==> config.mk <==
export PLATFORM = sky130hd
export DESIGN_NAME = aclint_multi_hart
export DESIGN_NICKNAME = d
export VERILOG_FILES = /design/src/rtl/aclint_multi_hart.sv
export SDC_FILE = /design/constraint.sdc
export NUM_CORES = 1
export LEC_CHECK = 0
export BUFFER_PORTS_ARGS = -buffer_cell sky130_fd_sc_hd__buf_4
export CAP_MARGIN = 25
export CORE_MARGIN = 10
export CORE_UTILIZATION = 40
export CTS_CLUSTER_DIAMETER = 200
export CTS_CLUSTER_SIZE = 25
export DETAILED_ROUTE_END_ITERATION = 8
export GPL_ROUTABILITY_DRIVEN = 0
export HOLD_SLACK_MARGIN = 0.1
export SYNTH_ARGS = -nofsm -noshare
export SYNTH_HDL_FRONTEND = slang
export SYNTH_SLANG_ARGS = --single-unit
==> constraint.sdc <==
create_clock -name clk -period 6.6 [get_ports clk]
set_clock_uncertainty 0.1 [all_clocks]
set_input_delay 0.99 -clock clk [delete_from_list [all_inputs] [get_ports clk]]
set_output_delay 0.99 -clock clk [all_outputs]
set_load 0.03 [all_outputs]
==> src/rtl/aclint_multi_hart.sv <==
// ACLINT for NUM_HARTS harts: shared prescaled mtime, per-hart MTIMECMP,
// MSIP and SETSSIP, on a 64-bit request/response bus with one-cycle responses.
module aclint_multi_hart #(
  parameter int NUM_HARTS      = 2,
  parameter int MTIME_PRESCALE = 1,
  parameter int ADDR_WIDTH     = 16
) (
  input  logic                  clk,
  input  logic                  rst,
  input  logic                  bus_valid,
  output logic                  bus_ready,
  input  logic [ADDR_WIDTH-1:0] bus_addr,
  input  logic                  bus_wen,
  input  logic [63:0]           bus_wdata,
  input  logic [7:0]            bus_wmask,
  output logic                  bus_rvalid,
  output logic [63:0]           bus_rdata,
  output logic [63:0]           mtime_o,
  output logic [NUM_HARTS-1:0]  msip,
  output logic [NUM_HARTS-1:0]  mtip,
  output logic [NUM_HARTS-1:0]  ssip_set
);

  localparam int PW = (MTIME_PRESCALE > 1) ? $clog2(MTIME_PRESCALE) : 1;

  logic [PW-1:0]                pcnt;
  logic                         tick;
  logic [63:0]                  mtime;
  logic [NUM_HARTS-1:0][63:0]   mtimecmp;

  logic [15:0]                  off;
  logic [10:0]                  sub;
  logic                         unused_low;
  logic                         sel_msip, sel_cmp, sel_mtime, sel_ssip;
  logic                         acc_w;
  logic                         wr_mtime;
  logic [NUM_HARTS-1:0]         wr_cmp, wr_msip, msip_d, set_ssip;
  logic [63:0]                  rd_next;

  logic                         rvalid_q;
  logic [63:0]                  rdata_q;

  // Only bytes whose mask bit is set take the new value.
  function automatic logic [63:0] merge(input logic [63:0] old, input logic [63:0] wd,
                                        input logic [7:0] m);
    logic [63:0] r;
    for (int b = 0; b < 8; b++) r[8*b +: 8] = m[b] ? wd[8*b +: 8] : old[8*b +: 8];
    return r;
  endfunction

  // Address decode: the window is split into 16 KB regions; sub indexes the
  // doubleword within a region (hart for MTIMECMP, hart pair for MSIP/SETSSIP).
  assign off        = 16'(bus_addr);
  assign sub        = off[13:3];
  assign unused_low = ^off[2:0];
  assign sel_mtime  = (off[15:3] == 13'h0FFF);
  assign sel_msip   = (off[15:14] == 2'b00);
  assign sel_cmp    = (off[15:14] == 2'b01) && !sel_mtime;
  assign sel_ssip   = (off[15:14] == 2'b10);
  assign acc_w      = bus_valid && bus_wen;
  assign wr_mtime   = acc_w && sel_mtime;
  assign tick       = (pcnt == PW'(MTIME_PRESCALE - 1));

  assign bus_ready  = 1'b1;
  assign mtime_o    = mtime;
  // A response pending while reset is asserted is suppressed.
  assign bus_rvalid = rvalid_q & ~rst;
  assign bus_rdata  = rst ? 64'd0 : rdata_q;

  // Per-hart write strobes; odd harts of a pair live in the upper word.
  always_comb begin
    wr_cmp   = '0;
    wr_msip  = '0;
    msip_d   = '0;
    set_ssip = '0;
    for (int h = 0; h < NUM_HARTS; h++) begin
      wr_cmp[h]   = acc_w && sel_cmp && (h == int'(sub));
      wr_msip[h]  = acc_w && sel_msip && (h / 2 == int'(sub)) && bus_wmask[4*(h%2)];
      msip_d[h]   = bus_wdata[32*(h%2)];
      set_ssip[h] = acc_w && sel_ssip && (h / 2 == int'(sub)) && bus_wmask[4*(h%2)]
                    && bus_wdata[32*(h%2)];
    end
  end

  // Read mux from pre-write state; writes, SETSSIP and holes return 0.
  always_comb begin
    rd_next = '0;
    if (!bus_wen) begin
      for (int h = 0; h < NUM_HARTS; h++) begin
        if (sel_msip && (h == 2 * int'(sub)))     rd_next[0]  = msip[h];
        if (sel_msip && (h == 2 * int'(sub) + 1)) rd_next[32] = msip[h];
        if (sel_cmp && (h == int'(sub)))          rd_next     = mtimecmp[h];
      end
      if (sel_mtime) rd_next = mtime;
    end
  end

  // Prescaler and mtime; a bus write beats a coincident increment.
  always_ff @(posedge clk) begin
    if (rst) begin
      pcnt  <= '0;
      mtime <= '0;
    end else begin
      pcnt <= tick ? '0 : pcnt + PW'(1);
      if (wr_mtime)  mtime <= merge(mtime, bus_wdata, bus_wmask);
      else if (tick) mtime <= mtime + 64'd1;
    end
  end

  // Per-hart compare registers, software interrupt bits and timer compare.
  always_ff @(posedge clk) begin
    if (rst) begin
      mtimecmp <= '1;
      msip     <= '0;
      mtip     <= '0;
      ssip_set <= '0;
    end else begin
      for (int h = 0; h < NUM_HARTS; h++) begin
        if (wr_cmp[h])  mtimecmp[h] <= merge(mtimecmp[h], bus_wdata, bus_wmask);
        if (wr_msip[h]) msip[h]     <= msip_d[h];
        mtip[h] <= (mtime >= mtimecmp[h]);
      end
      ssip_set <= set_ssip;
    end
  end

  // One response per accepted request, one cycle later.
  always_ff @(posedge clk) begin
    if (rst) begin
      rvalid_q <= 1'b0;
      rdata_q  <= '0;
    end else begin
      rvalid_q <= bus_valid;
      rdata_q  <= bus_valid ? rd_next : 64'd0;
    end
  end

endmodule

# ---- After elaboration in Yosys (flattened, before gate mapping)
# Cells that the tools add are included.
dict set report classes {
  add_sub_neg 3
  magnitude_cmp 2
  eq_ne 14
  n_mux 17
  n_bitwise 4
  reduce_logical 52
}
# operator count
set ops {}
lappend ops {{64-bit 2-to-1 mux} 6}
lappend ops {{64-bit greater-or-equal comparator} 2}
lappend ops {{64-bit by 1-bit adder with 64-bit output (second input constant)} 1}
lappend ops {{32-bit logical NOT} 2}
lappend ops {{8-bit 2-to-1 mux} 8}
lappend ops {{2-bit AND reduction} 24}
lappend ops {{1-bit logical AND} 21}
lappend ops {{2-bit != test (second input constant)} 8}
lappend ops {{12-bit by 1-bit adder with 13-bit output (second input constant)} 1}
lappend ops {{1-bit by 13-bit == test with 1-bit output (first input constant)} 1}
lappend ops {{13-bit by 12-bit == test with 1-bit output (second input constant)} 1}
lappend ops {{2-bit by 11-bit == test with 1-bit output (first input constant)} 1}
lappend ops {{11-bit logical NOT} 1}
lappend ops {{1-bit 2-to-1 mux} 3}
lappend ops {{1-bit NOT} 3}
lappend ops {{3-bit OR reduction} 1}
lappend ops {{2-bit by 1-bit == test with 1-bit output (second input constant)} 1}
lappend ops {{2-bit == test (second input constant)} 1}
lappend ops {{2-bit logical NOT} 1}
lappend ops {{2-bit by 1-bit != test with 1-bit output (second input constant)} 1}
lappend ops {{2-bit OR reduction} 1}
lappend ops {{1-bit adder (second input constant)} 1}
lappend ops {{1-bit bitwise AND} 1}
lappend ops {{1-bit logical NOT} 1}
dict set report word_totals {
  register_bits 264
  inputBits 92
  out_inout_bits 136
  wordCells 123
}

# ---- Depth between registers and ports, before layout
# Gate-level depths: netlist of the first run.
dict set report depth {
  depth_word 8
  mapped_depth 9
  mapped_depth_nobuf 8
}

# ---- Worst setup path after synthesis of the first run
# OpenSTA, ideal clock, no wires.
dict set report synth_timing {
  path_kind {in2reg}
  startpoint {in bus_addr[15]}
  endpoint {reg mtime[5], in the netlist mtime_o[5]}
  setup_time_ns 0.134
  arrival_time_ns 2.873
  t_required_ns 6.366
  path_slack_ns 3.493
  cell_stages 9
  n_path_buf 3
  cell_sequence {nand3b_1 > or4_1 > clkbuf_1 > o21ai_1 > buf_2 > buf_2 > nor2_1 > a311oi_1 > nor4_1}
}
dict set report synth_via {
  elab_chain_len 4
  word_cells_on_any_way 6
  cone_classes {3 x eq/ne; 1 x mux; 2 x reduce/logical}
}
# item line_no
set synth_lines {}
lappend synth_lines {{start, declared} 12} ;# input logic [ADDR_WIDTH-1:0] bus_addr,
lappend synth_lines {{13-bit by 12-bit == test with 1-bit output *} 56} ;# assign sel_mtime = (off[15:3] == 13'h0FFF);
lappend synth_lines {{1-bit logical AND *} 61} ;# assign wr_mtime = acc_w && sel_mtime;
lappend synth_lines {{2-bit by 1-bit != test with 1-bit output (no line) / 2-bit != test (equally long branches)} --}
lappend synth_lines {{2-bit AND reduction (no line)} --}
lappend synth_lines {{end signal, assigned} 105} ;# if (wr_mtime) mtime <= merge(mtime, bus_wdata, bus_wmask);
lappend synth_lines {{end signal, assigned} 106} ;# else if (tick) mtime <= mtime + 64'd1;
lappend synth_lines {{end, declared} 28} ;# logic [63:0] mtime;
# Mark *: on every way between the ends. The rest lies on a longest branch, timed or not.
# A chain may end at the register's enable or synchronous reset.

# ---- Worst setup path after layout of the first run
dict set report layout_timing {
  startpoint {in bus_addr[15]}
  endpoint {reg mtime[38], in the netlist mtime_o[38]}
}
dict set report layout_via {
  elab_chain_len 4
  word_cells_on_any_way 6
  cone_classes {3 x eq/ne; 1 x mux; 2 x reduce/logical}
}
# item line_no
set layout_lines {}
lappend layout_lines {{13-bit by 12-bit == test with 1-bit output *} 56}
lappend layout_lines {{1-bit logical AND *} 61}
lappend layout_lines {{2-bit != test (no line) / 2-bit by 1-bit != test with 1-bit output (equally long branches)} --}
lappend layout_lines {{2-bit AND reduction (no line)} --}
# Marks and branches as above.

==> flow_metrics.py, run 1 <==
metrics = {
    "run_status": {
        "status": "completed",
    },
    "pwr": {
        "leakage_nw": 7.91,
        "seqPwrFrac_pct": 58.7,
        "p_per_area_nw_per_um2": 158,
        "peakVddDrop_uv": 119,
        "combinationalPowerShare_pct": 5.5,
        "netSwitchingPower_w": 0.000661,
        "swShare_pct": 24.3,
        "p_int_w": 0.00206,
        "p_total_w": 0.00272,
        "pwr-share-clk_pct": 35.8,
    },
    "yosys": {
        "ys_seq_elements": 264,
        "ys_seq_area_share_pct": 35.6,
        "netlist.area_leader.share_pct": 35.6,
        "synth_largest_area_cell": "dfxtp_1",
        "ys_types": 81,
        "synth-edff-count": 0,
        "async_flop_share_pct": 0,
        "synth_ff_type": "dfxtp_1",
        "syn_area_sq_um": 14800,
        "syn_inst": 1787,
        "synth_area_leaders": "dfxtp_1 (36%), ha_1 (11%), a211o_1 (7.7%)",
        "synthesis.nets": 2008,
        "yosysWarningCount": 0,
        "avgSynthCellArea_sq_um": 8.30,
    },
    "floorplan": {
        "die-area_sq_um": 45200,
        "core_area_sq_um": 36600,
        "die_h_microns": 213,
        "start_util_pct": 40.5,
        "die_w_microns": 213,
        "row_count": 70,
        "ios": 228,
    },
    "clocking": {
        "cts.sinks": 264,
        "htreeDepth": 1,
        "numCtsBuffers": 14,
        "clock-root-buffer": "clkbuf_16",
        "clk_pin_slew_ns": 0.11,
        "cts_tree": "yes",
        "clock_latency_ns": 0.51,
        "max-clock-path-buffers": 3,
        "post_cts_buffers": 0,
        "cts_hold_buf": 0,
        "cts_resized": 0,
    },
    "sta": {
        "rsz0062_at_grt": "false",
        "slew_headroom_pct": 28.8,
        "period_share_pct": 58.8,
        "worst_pin_slew_ns": 1.06,
        "period_needed_ns": 3.88,
        "max_freq_ghz": 0.257,
        "hold_violations": 0,
        "maxSlewViolCount": 0,
        "setup_tns_ns": 0,
        "setup_viol": 0,
    },
    "placed_design": {
        "dp_hpwl_microns": 36800,
        "port_buffers": 223,
    },
    "worst_setup_path": {
        "crit_type": "in -> reg",
        "startpoint_type": "input port",
        "endpoint_kind": "flop",
        "critPathArrivalTime_ns": 4.20,
        "critical_path_required_ns": 6.92,
        "worst-path-max-fanout": 19,
    },
    "layout": {
        "nNetsFinal": 2158,
        "ff_latch_area_sq_um": 5290,
        "num-fill-cells": 3602,
        "fin_util_pct": 47.2,
        "insertedDiodeCount": 0,
        "area_delta_synth_final_pct": 16.4,
        "multi_input_area_sq_um": 8580,
        "drive_above_1_share_pct": 15.2,
    },
    "drt": {
        "vias_per_cell": 5.93,
        "drt_wl_total_microns": 50700,
        "routedWlPerCell_microns": 21.1,
        "route.detailed.drc": 0,
        "routed-via-count": 14300,
        "antenna_left": 0,
        "drt-initial-drc-count": 1280,
        "firstDrtPassIters": 9,
    },
    "global_routing": {
        "antenna_found_initial": 0,
        "grt_first_pass_wirelength_microns": 77600,
        "grt_max_degree": 120,
        "track_usage_pct": 21.4,
        "grt_pass1_vias": 13600,
        "grt_overflow": 0,
    },
    "flow_run": {
        "max-cap-violations": 0,
    },
    "min_path": {
        "hp-class": "reg -> reg",
    },
}
-- stage by stage --
stage          worst slack [ns]  hold slack (ns)  area (sq um)  std cells
2_1_floorplan              3.49            0.364         14800       1787
3_3_place_gp               2.23            0.382         16800       2379
3_5_place_dp               2.21            0.384         16800       2382
4_1_cts                    2.76            0.407         17200       2398
5_1_grt                    2.51            0.437         17300       2405
6_report                   2.72            0.407         17300       2405
-- final cells by class --
cell class | instances | share of cell area [%]
Inverter | 138 | 3.00
Clock buffer | 15 | 2.17
Sequential cell | 264 | 30.6
Timing Repair Buffer | 249 | 11.1
Tap cell | 468 | 3.39
Multi-Input combinational cell | 1270 | 49.7
Clock inverter | 1 | 0.0942
-- critical path: stages --
cell      delay [ns]
buf_4           0.13
nand3b_1        0.30
or4_1           0.96
o21ai_2         0.90
nor2_1          0.40
a221o_1         0.38
o211a_1         0.12
-- synthesized netlist by cell type, drive strengths merged, types with 6 or more instances --
library cell / number
nand2b: 8
nor4: 34
nand2: 85
a311oi: 6
a222oi: 62
buf: 20
inv: 138
and2: 6
a21oi: 85
a21o: 8
a2111oi: 7
ha: 129
nor3b: 8
nor2b: 76
and4: 14
nor2: 271
o211ai: 6
a211oi: 20
nor3: 30
o21bai: 10
or3: 9
a211o: 131
o22ai: 7
a22oi: 9
a31oi: 15
dfxtp: 264
nand3: 55
and3: 30
clkbuf: 94
o21ai: 47
mux2i: 7
or4: 7
nand4: 32
-- worst paths after layout --
check                                                start  cells past startpoint  slack, ns                  endpoint
worst min-delay path            mtimecmp[105]$_SDFFE_PP1P_                      2       0.41    rdata_q[41]$_SDFF_PP0_
worst max register to register    mtime_o[11]$_SDFFE_PP0P_                      6       2.92  mtime_o[42]$_SDFFE_PP0P_
worst min register to register  mtimecmp[105]$_SDFFE_PP1P_                      2       0.41    rdata_q[41]$_SDFF_PP0_
worst max-delay path                          bus_addr[15]                      7       2.72  mtime_o[38]$_SDFFE_PP0P_
-- routing by layer --
metal  wire, microns  share of wire [%]  GRT usage (%)  vias up
li1                -                  -              -     6823
met1           22000                 43           27.8     6864
met5               0                  0              0        -
met2           23900                 47           35.5      499
met3            3450                6.8           3.40       72
met4            1320                2.6           6.47        0
-- placed cells by master, fill, tap and decap left out, types with 54 or more instances in the layout --
cell,synthesis,routed
nand3_1,54,54
nor2_1,271,269
nand2_1,84,84
a211o_1,131,131
ha_1,129,129
inv_1,138,138
a21oi_1,85,85
nor2b_1,76,76
a222oi_1,62,62
buf_4,3,244
dfxtp_1,264,264
-- power by group through the flow --
stage               Sequential, W  Clock [W]  Combinational [W]
finish                    0.00160   0.000974           0.000149
global route              0.00160    0.00106           0.000160
CTS                       0.00160   0.000998           0.000149
detailed placement        0.00164          0           0.000149
global placement          0.00164          0           0.000148
floorplan                 0.00163          0          0.0000541
-- logic make-up (layout without fill, tap and decap cells) --
group / count (synthesis) / in the layout / synth area share, %
simple gates: 678 / 678 / 22.9
fa+ha+maj: 129 / 129 / 10.9
other cells: 2 / 2 / 0.0506
compound gates: 447 / 447 / 22.8
mux: 10 / 10 / 0.700
xor+xnor: 4 / 4 / 0.236
flops: 264 / 264 / 35.6
buf+inv: 253 / 403 / 6.86
-- sequential cells by signal (all words and copies together) (netlist names) --
register / cells
mtime_o: 64
mtimecmp: 128
rvalid_q: 1
pcnt: 1
mtip: 2
msip: 2
rdata_q: 64
ssip_set: 2
(Power assumes the default switching activity.)
==> run 2, diff against run 1 <==
==> constraint.sdc (replaced) <==
create_clock -name clk -period 3.6 [get_ports clk]
set_clock_uncertainty 0.1 [all_clocks]
set_input_delay 0.54 -clock clk [delete_from_list [all_inputs] [get_ports clk]]
set_output_delay 0.54 -clock clk [all_outputs]
set_load 0.03 [all_outputs]
==> run 2 against run 1 <==
Effect of this change:
- critical path type is now reg -> reg
- clock-buffer cell count is the same
- register-to-register slack worse by 2.5 ns
- wire length rose by 1.0%
- sequential cell count unchanged
- sequential power up 83%
- highest routed layer unchanged
- largest power group unchanged
- power grew 84%
==> flow_metrics.py, run 2 (same netlist as run 1, synthesis figures left out) <==
metrics = {
    "floorplan": {
        "start_util_pct": 40.5,
        "die_h_microns": 213,
        "die_w_microns": 213,
        "die-area_sq_um": 45200,
        "row_count": 70,
        "ios": 228,
        "core_area_sq_um": 36600,
    },
    "worst_setup_path": {
        "crit_type": "reg -> reg",
        "critPathArrivalTime_ns": 3.49,
        "path_delay_family": "simple AND/OR/NAND/NOR gates",
        "critPathBufInv": 0,
        "critical_path_required_ns": 3.95,
        "path_cells": "and4_1 -> nand4_1 -> or4_4 -> or3_4 -> or4_1 -> a31oi_1",
        "rr_endpoint": "mtime_o[53]$_SDFFE_PP0P_",
        "reg2reg_setup_slack_ns": 0.46,
        "r2r-start": "mtime_o[12]$_SDFFE_PP0P_",
        "slowest_delay_ns": 0.62,
        "r2r_cells": 6,
        "worst-path-max-fanout": 10,
        "critPathSlowestCell": "or4_4",
        "startpoint_type": "flop",
        "endpoint_kind": "flop",
    },
    "drt": {
        "firstDrtPassIters": 9,
        "vias_per_cell": 5.84,
        "route.detailed.drc": 0,
        "antenna_left": 0,
        "routedWlPerCell_microns": 20.8,
        "drt_wl_total_microns": 51200,
        "drt-initial-drc-count": 1400,
        "routed-via-count": 14400,
    },
    "sta": {
        "setup_tns_ns": 0,
        "maxSlewViolCount": 0,
        "hold_violations": 0,
        "worst_pin_slew_ns": 0.937,
        "slew_headroom_pct": 35.9,
        "period_needed_ns": 3.14,
        "worst_slack_ns": 0.461,
        "holdWs_ns": 0.149,
        "period_share_pct": 87.2,
        "max_freq_ghz": 0.319,
        "setup_viol": 0,
        "rsz0062_at_grt": "false",
    },
    "layout": {
        "mostFrequentLayoutCell": "buf_4",
        "top_register": "mtimecmp",
        "nNetsFinal": 2215,
        "final_cell_mix": "buf_4 (300), nor2_1 (269), dfxtp_1 (264)",
        "num-fill-cells": 3593,
        "ff_latch_area_sq_um": 5290,
        "insertedDiodeCount": 0,
        "largest_reg_flops": 128,
        "fin_util_pct": 48.4,
        "drive_above_1_share_pct": 17.7,
        "multi_input_area_sq_um": 8570,
        "area_delta_synth_final_pct": 19.4,
    },
    "run_status": {
        "status": "completed",
    },
    "placed_design": {
        "port_buffers": 223,
        "dp_slack_ns": 0.544,
        "dp_hpwl_microns": 38700,
    },
    "pwr": {
        "leakage_nw": 8.22,
        "p_per_area_nw_per_um2": 282,
        "peakVddDrop_uv": 242,
    },
    "global_routing": {
        "grt_pass1_vias": 13800,
        "grt_first_pass_wirelength_microns": 78800,
        "track_usage_pct": 21.7,
        "antenna_found_initial": 0,
        "grt_max_degree": 87,
        "grt_overflow": 0,
    },
    "clocking": {
        "clock-root-buffer": "clkbuf_16",
        "clk_pin_slew_ns": 0.11,
        "htreeDepth": 1,
        "clock_latency_ns": 0.52,
        "post_cts_buffers": 0,
        "numCtsBuffers": 14,
        "max-clock-path-buffers": 3,
        "cts.sinks": 264,
        "cts_resized": 0,
        "cts_tree": "yes",
        "cts_hold_buf": 0,
    },
    "min_path": {
        "hold_depth": 2,
        "whs_endpoint": "mtimecmp[61]$_SDFFE_PP1P_",
        "hp-class": "in -> reg",
        "hp-start": "bus_wdata[61]",
    },
    "flow_run": {
        "max-cap-violations": 0,
    },
}
run 2: worst reg2reg max path, cell delays in order (launching register included):
cell	delay, ns
dfxtp_1	0.56
and4_1	0.43
nand4_1	0.27
or4_4	0.62
or3_4	0.42
or4_1	0.51
a31oi_1	0.16
run 2: final cells by class:
type,instances,area share (%)
multi-input combinational,1270,48.4
timing repair buffer,306,13.4
clock buffer,15,2.12
clock inverter,1,0.0918
sequential,264,29.8
tap,468,3.30
inverter,138,2.92
run 2: routing by layer:
layer	wire length [microns]	global-route usage, %
met5	0	0
met4	1240	5.98
met3	3440	3.06
met2	24500	36.7
met1	22000	28.2
run 2: worst max path at each step:
stage / end / cells past startpoint / slack [ns] / start
final: mtime_o[53]$_SDFFE_PP0P_ / 6 / 0.46 / mtime_o[12]$_SDFFE_PP0P_
after global routing: mtime_o[59]$_SDFFE_PP0P_ / 6 / 0.27 / mtime_o[12]$_SDFFE_PP0P_
after CTS: mtime_o[53]$_SDFFE_PP0P_ / 6 / 0.52 / mtime_o[12]$_SDFFE_PP0P_
after detailed placement: mtime_o[53]$_SDFFE_PP0P_ / 6 / 0.54 / mtime_o[12]$_SDFFE_PP0P_
after global placement: mtime_o[53]$_SDFFE_PP0P_ / 6 / 0.60 / mtime_o[12]$_SDFFE_PP0P_
after floorplan: mtime_o[52]$_SDFFE_PP0P_ / 8 / 0.57 / mtime_o[1]$_SDFFE_PP0P_
run 2: through the flow:
stage	instances	total power (W)	cell area [sq um]
finish	2462	0.00500	17700
CTS	2462	0.00506	17700
global route	2462	0.00517	17700
global placement	2446	0.00328	17300
detailed placement	2446	0.00328	17300
floorplan	1787	0.00310	14800
run 2: report_power, final:
| part | switching, W | internal [W] |
|---|---|---|
| combinational | 0.000182 | 0.000104 |
| clock | 0.00103 | 0.000760 |
| sequential | 0.00000675 | 0.00292 |
